$ cat src/rtl/spc700_addw_seq.sv
// spc700_addw_seq: byte-serial sequencer for the SPC700 16-bit word ops ADDW/SUBW/CMPW.
// The low byte is added in LO, the high byte in HI with the chained carry. Registered
// results, flags and write enables are presented for one CE cycle alongside DONE.
module spc700_addw_seq #(
    parameter bit HOLD_RESULT = 1'b0
) (
    input  logic        clk_i,
    input  logic        rst_i,
    input  logic        ce_i,
    input  logic        start_i,
    input  logic [1:0]  op_i,
    input  logic [15:0] a16_i,
    input  logic [15:0] b16_i,
    output logic        busy_o,
    output logic        done_o,
    output logic [15:0] result_o,
    output logic        res_we_o,
    output logic        n_o,
    output logic        v_o,
    output logic        h_o,
    output logic        z_o,
    output logic        c_o,
    output logic [4:0]  flag_we_o
);

    localparam int unsigned BYTE_W = 8;
    localparam int unsigned WORD_W = 16;

    localparam logic [1:0] OP_ADDW = 2'b00;
    localparam logic [1:0] OP_SUBW = 2'b01;
    localparam logic [1:0] OP_CMPW = 2'b10;

    typedef enum logic [1:0] {
        S_IDLE = 2'b00,
        S_LO   = 2'b01,
        S_HI   = 2'b10,
        S_FIN  = 2'b11
    } state_t;

    state_t              state_q, state_d;
    logic [1:0]          op_q, op_d;
    logic [WORD_W-1:0]   a_q, a_d;
    logic [WORD_W-1:0]   bx_q, bx_d;
    logic [BYTE_W-1:0]   lo_q, lo_d;
    logic [BYTE_W-1:0]   hi_q, hi_d;
    logic                c8_q, c8_d;
    logic                c16_q, c16_d;
    logic                h11_q, h11_d;
    logic                vhi_q, vhi_d;

    logic                busy_q, busy_d;
    logic                done_q, done_d;
    logic [WORD_W-1:0]   result_q, result_d;
    logic                res_we_q, res_we_d;
    logic                n_q, n_d;
    logic                v_q, v_d;
    logic                h_q, h_d;
    logic                z_q, z_d;
    logic                c_q, c_d;
    logic [4:0]          flag_we_q, flag_we_d;

    logic                sub_in_c;
    logic                sub_q_c;
    logic [BYTE_W:0]     lo_sum_c;
    logic [BYTE_W:0]     hi_sum_c;
    logic [4:0]          nib_sum_c;

    // Subtract-style ops invert B and inject a carry of 1.
    assign sub_in_c  = (op_i == OP_SUBW) || (op_i == OP_CMPW);
    assign sub_q_c   = (op_q == OP_SUBW) || (op_q == OP_CMPW);
    assign lo_sum_c  = {1'b0, a_q[7:0]}  + {1'b0, bx_q[7:0]}  + 9'(sub_q_c);
    assign hi_sum_c  = {1'b0, a_q[15:8]} + {1'b0, bx_q[15:8]} + 9'(c8_q);
    assign nib_sum_c = {1'b0, a_q[11:8]} + {1'b0, bx_q[11:8]} + 5'(c8_q);

    // Next-state, byte passes and output register values.
    always_comb begin
        state_d   = state_q;
        op_d      = op_q;
        a_d       = a_q;
        bx_d      = bx_q;
        lo_d      = lo_q;
        hi_d      = hi_q;
        c8_d      = c8_q;
        c16_d     = c16_q;
        h11_d     = h11_q;
        vhi_d     = vhi_q;
        busy_d    = (state_q != S_IDLE);
        done_d    = 1'b0;
        res_we_d  = 1'b0;
        flag_we_d = 5'b00000;
        result_d  = HOLD_RESULT ? result_q : '0;
        n_d       = HOLD_RESULT ? n_q : 1'b0;
        v_d       = HOLD_RESULT ? v_q : 1'b0;
        h_d       = HOLD_RESULT ? h_q : 1'b0;
        z_d       = HOLD_RESULT ? z_q : 1'b0;
        c_d       = HOLD_RESULT ? c_q : 1'b0;

        unique case (state_q)
            S_IDLE: begin
                if (start_i) begin
                    op_d    = op_i;
                    a_d     = a16_i;
                    bx_d    = sub_in_c ? ~b16_i : b16_i;
                    state_d = S_LO;
                end
            end
            S_LO: begin
                lo_d    = lo_sum_c[7:0];
                c8_d    = lo_sum_c[8];
                state_d = S_HI;
            end
            S_HI: begin
                hi_d    = hi_sum_c[7:0];
                c16_d   = hi_sum_c[8];
                h11_d   = nib_sum_c[4];
                vhi_d   = ~(a_q[15] ^ bx_q[15]) & (a_q[15] ^ hi_sum_c[7]);
                state_d = S_FIN;
            end
            S_FIN: begin
                done_d   = 1'b1;
                result_d = {hi_q, lo_q};
                n_d      = hi_q[7];
                z_d      = ({hi_q, lo_q} == '0);
                c_d      = c16_q;
                h_d      = h11_q;
                v_d      = vhi_q;
                res_we_d = (op_q == OP_ADDW) || (op_q == OP_SUBW);
                unique case (op_q)
                    OP_ADDW, OP_SUBW: flag_we_d = 5'b11111;
                    OP_CMPW:          flag_we_d = 5'b10011;
                    default:          flag_we_d = 5'b00000;
                endcase
                state_d = S_IDLE;
            end
            default: state_d = S_IDLE;
        endcase
    end

    // State and output registers; reset overrides CE, CE=0 holds everything.
    always_ff @(posedge clk_i) begin
        if (rst_i) begin
            state_q   <= S_IDLE;
            op_q      <= 2'b00;
            a_q       <= '0;
            bx_q      <= '0;
            lo_q      <= '0;
            hi_q      <= '0;
            c8_q      <= 1'b0;
            c16_q     <= 1'b0;
            h11_q     <= 1'b0;
            vhi_q     <= 1'b0;
            busy_q    <= 1'b0;
            done_q    <= 1'b0;
            result_q  <= '0;
            res_we_q  <= 1'b0;
            n_q       <= 1'b0;
            v_q       <= 1'b0;
            h_q       <= 1'b0;
            z_q       <= 1'b0;
            c_q       <= 1'b0;
            flag_we_q <= 5'b00000;
        end else if (ce_i) begin
            state_q   <= state_d;
            op_q      <= op_d;
            a_q       <= a_d;
            bx_q      <= bx_d;
            lo_q      <= lo_d;
            hi_q      <= hi_d;
            c8_q      <= c8_d;
            c16_q     <= c16_d;
            h11_q     <= h11_d;
            vhi_q     <= vhi_d;
            busy_q    <= busy_d;
            done_q    <= done_d;
            result_q  <= result_d;
            res_we_q  <= res_we_d;
            n_q       <= n_d;
            v_q       <= v_d;
            h_q       <= h_d;
            z_q       <= z_d;
            c_q       <= c_d;
            flag_we_q <= flag_we_d;
        end
    end

    assign busy_o    = busy_q;
    assign done_o    = done_q;
    assign result_o  = result_q;
    assign res_we_o  = res_we_q;
    assign n_o       = n_q;
    assign v_o       = v_q;
    assign h_o       = h_q;
    assign z_o       = z_q;
    assign c_o       = c_q;
    assign flag_we_o = flag_we_q;

endmodule

$ cat config.mk
export PLATFORM = sky130hd
export DESIGN_NAME = spc700_addw_seq
export DESIGN_NICKNAME = d
export VERILOG_FILES = /design/src/rtl/spc700_addw_seq.sv
export SDC_FILE = /design/constraint.sdc
export NUM_CORES = 1
export LEC_CHECK = 0
export BUFFER_PORTS_ARGS = -buffer_cell sky130_fd_sc_hd__clkbuf_2
export CAP_MARGIN = 30
export CELL_PAD_IN_SITES_DETAIL_PLACEMENT = 1
export CELL_PAD_IN_SITES_GLOBAL_PLACEMENT = 1
export CORE_MARGIN = 3
export CORE_UTILIZATION = 30
export CTS_BUF_LIST = sky130_fd_sc_hd__clkbuf_8 sky130_fd_sc_hd__clkbuf_16
export CTS_CLUSTER_DIAMETER = 30
export DETAILED_ROUTE_END_ITERATION = 12
export GPL_TIMING_DRIVEN = 0
export PLACE_DENSITY_LB_ADDON = 0.1
export SLEW_MARGIN = 20
export SYNTH_ARGS = -nofsm -noshare
export SYNTH_HDL_FRONTEND = slang
export SYNTH_SLANG_ARGS = --single-unit
$ cat constraint.sdc
create_clock -name clk_i -period 4.95 [get_ports clk_i]
set_input_delay 0.99 -clock clk_i [delete_from_list [all_inputs] [get_ports clk_i]]
set_output_delay 0.99 -clock clk_i [all_outputs]
set_load 0.005 [all_outputs]
# [Word-level counts from Yosys, hierarchy flattened]
# Index checks and enable logic that the tools add are counted.
[word_totals] ff_bits=85 output_inout_bits=29 elab_cells=64
[op_classes] n_eq_ne=8 reduce_logical=12 add_sub_neg=6 bitwise_logic=5 mux=13
[ops] operator="2-to-1 mux 16 bit" count=2
[ops] operator="adder 8 x 8 -> 9 bit" count=2
[ops] operator="adder 9 x 1 -> 9 bit" count=2
[ops] operator="zero test 16 bit" count=1
[ops] operator="NOT 16 bit" count=1
[ops] operator="case mux 5 bit (2 select lines)" count=1
[ops] operator="== test 2 bit, second input constant" count=4
[ops] operator="case mux 2 bit (4 select lines)" count=1
[ops] operator="2-to-1 mux 1 bit" count=7
[ops] operator="== test 2 x 1 -> 1 bit, second input constant" count=3
[ops] operator="AND reduction 2 bit" count=3
[ops] operator="adder 4 x 4 -> 5 bit" count=1
[ops] operator="adder 5 x 1 -> 5 bit" count=1
[ops] operator="2-to-1 mux 5 bit" count=1
[ops] operator="zero test 2 bit" count=2
[ops] operator="logical OR 1 bit" count=3
[ops] operator="AND reduction 3 bit" count=1
[ops] operator="2-to-1 mux 2 bit" count=1
[ops] operator="!= test 2 bit, second input constant" count=1
[ops] operator="nonzero test 2 bit" count=1
[ops] operator="OR reduction 2 bit" count=1
[ops] operator="XOR 1 bit" count=2
[ops] operator="bitwise AND 1 bit" count=1
[ops] operator="NOT 1 bit" count=1

# [Logic depth before layout (Yosys ltp)]
[logic_depth] ltp_word=4 mapped_depth=10 depth_no_buf=10

# [Worst setup path before layout]
# Ideal clock, no wire load.
[synth_path] path_type="register to register" from="register op_q[0]" to="register c8_q" stages_incl_launch_ff=11 slack_ns=2.706 t_required_ns=4.876 path_buffers=0 setup_ns=0.074 t_arrival_ns=2.170 cell_sequence="dfxtp_1 > inv_1 > ha_1 > inv_1 > fa_1 > fa_1 > nor2b_1 > o21ai_1 > a21oi_1 > o311ai_0 > a31oi_1"
[synth_between] elab_chain_cells=3 word_cells_on_any_way=4
[synth_lines] element="from (decl)" line="41" source="logic [1:0] op_q, op_d;"
[synth_lines] element="from (signal assigned)" line="164" source="op_q <= op_d;"
[synth_lines] element="== test 2 x 1 -> 1 bit / == test 2 bit (equally long branches)" line="70" source="assign sub_q_c = (op_q == OP_SUBW) || (op_q == OP_CMPW);"
[synth_lines] element="logical OR 1 bit (*)" line="70"
[synth_lines] element="adder 9 x 1 -> 9 bit (*)" line="71" source="assign lo_sum_c = {1'b0, a_q[7:0]} + {1'b0, bx_q[7:0]} + 9'(sub_q_c);"
[synth_lines] element="to (signal assigned)" line="148" source="c8_q <= 1'b0;"
[synth_lines] element="to (signal assigned)" line="169" source="c8_q <= c8_d;"
[synth_lines] element="to (decl)" line="46" source="logic c8_q, c8_d;"
# Every way passes the cells marked *; elsewhere a longest branch is shown, timed or not.
# A chain may end at the register's enable or synchronous reset.

# [Final worst setup path]
[layout_path] from="register op_q[0]" to="register lo_q[4]"
[layout_between] elab_chain_cells=3 word_cells_on_any_way=4
[layout_lines] element="== test 2 x 1 -> 1 bit / == test 2 bit (equally long branches)" line="70"
[layout_lines] element="logical OR 1 bit (*)" line="70"
[layout_lines] element="adder 9 x 1 -> 9 bit (*)" line="71"
[layout_lines] element="to (signal assigned)" line="167" source="lo_q <= lo_d;"
[layout_lines] element="to (decl)" line="44" source="logic [BYTE_W-1:0] lo_q, lo_d;"
# Marked as above.

==> results.toml <==
[drt]
dr_total_vias = 3396
ant_nets = 0
wl_per_cell_um = 15.3
drc_errors = 0
first_pass_iters = 4
viasPerCell = 4.75
drtIter0Drc = 117
totalWireLength_um = 10900

[floorplanning]
io_pins = 67
floorplan.die_area_um2 = 14200
rows = 40
core_um2 = 12300
initial_core_util = 0.314
die_x_um = 119
die_y_um = 119

[worst_setup_path]
r2r_slack_ns = 2.35
r2r_end = "lo_q[4]$_SDFFE_PP0P_"
cp.arrival_ns = 2.80
crit_buf_inv = 2
worstSetupPathDepth = 10
critPathRequiredTime_ns = 5.15
critPathLaunchType = "flip-flop"
cp_cell_sequence = "inv_1 -> ha_1 -> inv_1 -> fa_1 -> fa_1 -> nor2b_1 -> o21ai_1 -> and3_1 -> o21ai_0 -> a21oi_1"
worst-r2r-cell-count = 10
cp_max_fo = 4
crit_end = "lo_q[4]$_SDFFE_PP0P_"
crit_slowest_cell = "fa_1"
crit_path_max_incr_delay_ns = 0.41
critical-path-top-delay-family = "adder cells"
worstSetupPathType = "reg2reg"
startpoint = "op_q[0]$_SDFFE_PP0P_"
crit_path_end_kind = "flip-flop"
r2r-start = "op_q[0]$_SDFFE_PP0P_"

[sta]
whs_ns = 0.454
maxSlewViolCount = 0
grt_setup_unrepaired = "false"
clock_skew_ns = 0.00525
finalCriticalPeriod_ns = 2.60
setup_violations = 0
max_freq_ghz = 0.385
finalWorstSetupSlack_ns = 2.35
hold_violations = 0
relSlewSlack = 0.574
max_slew.worst_pin.slew_ns = 0.639
fin_crit_sh = 0.524
setup-tns-final_ns = 0

[placed_design]
gp_congestion = 0.767
dp_hpwl_um = 8580
pre_cts_ws_ns = 2.34
io_buffers = 66

[finish]
final_common_cell = "nand2_1"
final_cell_mix = "nand2_1, dfxtp_1, clkbuf_2"
drive_gt1_frac = 0.177
area_delta_synth_final_pct = 22.0
diodes = 0
fin_nets = 605

[power]
powerDensity_nw_per_um2 = 331
peakVddDrop_uv = 144
seq_power_share = 0.446
leakage_nw = 1.91
p_sw_frac = 0.255
p_clk_frac = 0.441
p_comb_frac = 0.113
p_switching_mw = 0.396
p_int_mw = 1.16

[synth]
ys_seq_area_frac = 0.422
synthesis.nets = 528
postSynthCellCount = 465
synth_edf_count = 0
synthFlopType = "dfxtp_1"
synthArstFlopShare = 0
ys_ff_latch = 81
syn_avg_cell_area_um2 = 8.27
syn_area_um2 = 3840
synth.distinct_cells = 42
yosysWarnings = 0

[clock_network]
clk_latency_ns = 0.34
clockRootBuffer = "clkbuf_16"
cts_setup_buffers = 0
cts.reportedPaths.clkPinSlew_ns = 0.06
cts_buffer_depth = 2
cts_tree = "built"
cts_buffers = 9
cts_resized = 0
htreeDepth = 3
hold_buffers = 0
cts.sinks = 81

[hold_path]
hold_path_class = "reg2reg"

[global_routing]
grt_pass1_wl_um = 18200
grt_pass1_vias = 3503
grt_max_degree = 14
grt_use_total = 0.161
antenna_found_initial = 0
overflow = 0

[job]
max_cap_violations = 0

[outcome]
status = "finished, final reports clean"
## worst min path at each step
stage / startpoint / end / depth (start not counted)
2_1_floorplan: bx_q[0]$_SDFFE_PP0P_ / bx_q[0]$_SDFFE_PP0P_ / 2
3_3_place_gp: result_o[1]$_SDFFE_PP0P_ / result_o[1]$_SDFFE_PP0P_ / 2
3_5_place_dp: bx_q[0]$_SDFFE_PP0P_ / bx_q[0]$_SDFFE_PP0P_ / 2
4_1_cts: bx_q[0]$_SDFFE_PP0P_ / bx_q[0]$_SDFFE_PP0P_ / 2
5_1_grt: bx_q[4]$_SDFFE_PP0P_ / bx_q[4]$_SDFFE_PP0P_ / 2
6_report: result_o[1]$_SDFFE_PP0P_ / result_o[1]$_SDFFE_PP0P_ / 2
## sequential cells by signal, indices dropped and copies added (netlist names), 2 cells and up
signal,flops
hi_q,8
op_q,2
flag_we_o,2
a_q,16
lo_q,8
bx_q,16
state_q,2
result_o,16
## Yosys cell counts, drive strengths merged (5+ instances only)
| library cell | number | area [µm²] |
|---|---|---|
| a211oi | 8 | 60.1 |
| a21o | 5 | 37.5 |
| a21oi | 64 | 324 |
| a22oi | 7 | 52.6 |
| and3 | 5 | 31.3 |
| buf | 17 | 104 |
| clkbuf | 15 | 56.3 |
| dfxtp | 81 | 1620 |
| ha | 21 | 263 |
| inv | 14 | 52.6 |
| nand2 | 100 | 375 |
| nand3 | 22 | 110 |
| nor2 | 22 | 82.6 |
| nor3 | 9 | 45.0 |
| o21ai | 13 | 65.1 |
| xor2 | 17 | 168 |
## metal layers
layer / share of wire / vias to the layer above / track usage
li1: - / 1751 / -
met1: 0.49 / 1579 / 0.213
met2: 0.46 / 55 / 0.262
met3: 0.035 / 11 / 0.0313
met4: 0.012 / 0 / 0.0543
met5: 0 / - / 0
## area by class of cell
type,instances,area [µm²]
tap,168,210
buffer,32,160
sequential,81,1620
clock inverter,5,53.8
fill,1485,7570
inverter,14,52.6
multi-input combinational,338,2010
timing repair buffer,66,330
clock buffer,11,253
## cells by family after synthesis
logic type      synth area share
simple gates               0.209
compound gates             0.171
flops                      0.422
buf+inv                   0.0553
fa+ha+maj                 0.0892
xor+xnor                  0.0482
mux                      0.00521
## power groups by stage
stage               clock network, mW  registers [mW]  logic (mW)
floorplan                           0           0.701       0.119
global placement                    0           0.708       0.175
detailed placement                  0           0.709       0.179
CTS                             0.703           0.694       0.181
global route                    0.730           0.697       0.203
finish                          0.685           0.694       0.176
## stage by stage
step | area [µm²] | util | instances | total power, mW
floorplan | 3840 | - | 465 | 0.820
global placement | 4390 | 0.358 | 699 | 0.882
detailed placement | 4390 | 0.358 | 699 | 0.888
CTS | 4690 | 0.383 | 715 | 1.58
finish | 4690 | 0.383 | 715 | 1.56
global route | 4690 | 0.383 | 715 | 1.63
## worst min-delay path, stage by stage, from the launching register on
cell,delay [ns]
dfxtp_1,0.31
nand2_1,0.05
a21oi_1,0.05
No activity file was read; power rests on OpenSTA's default activity.
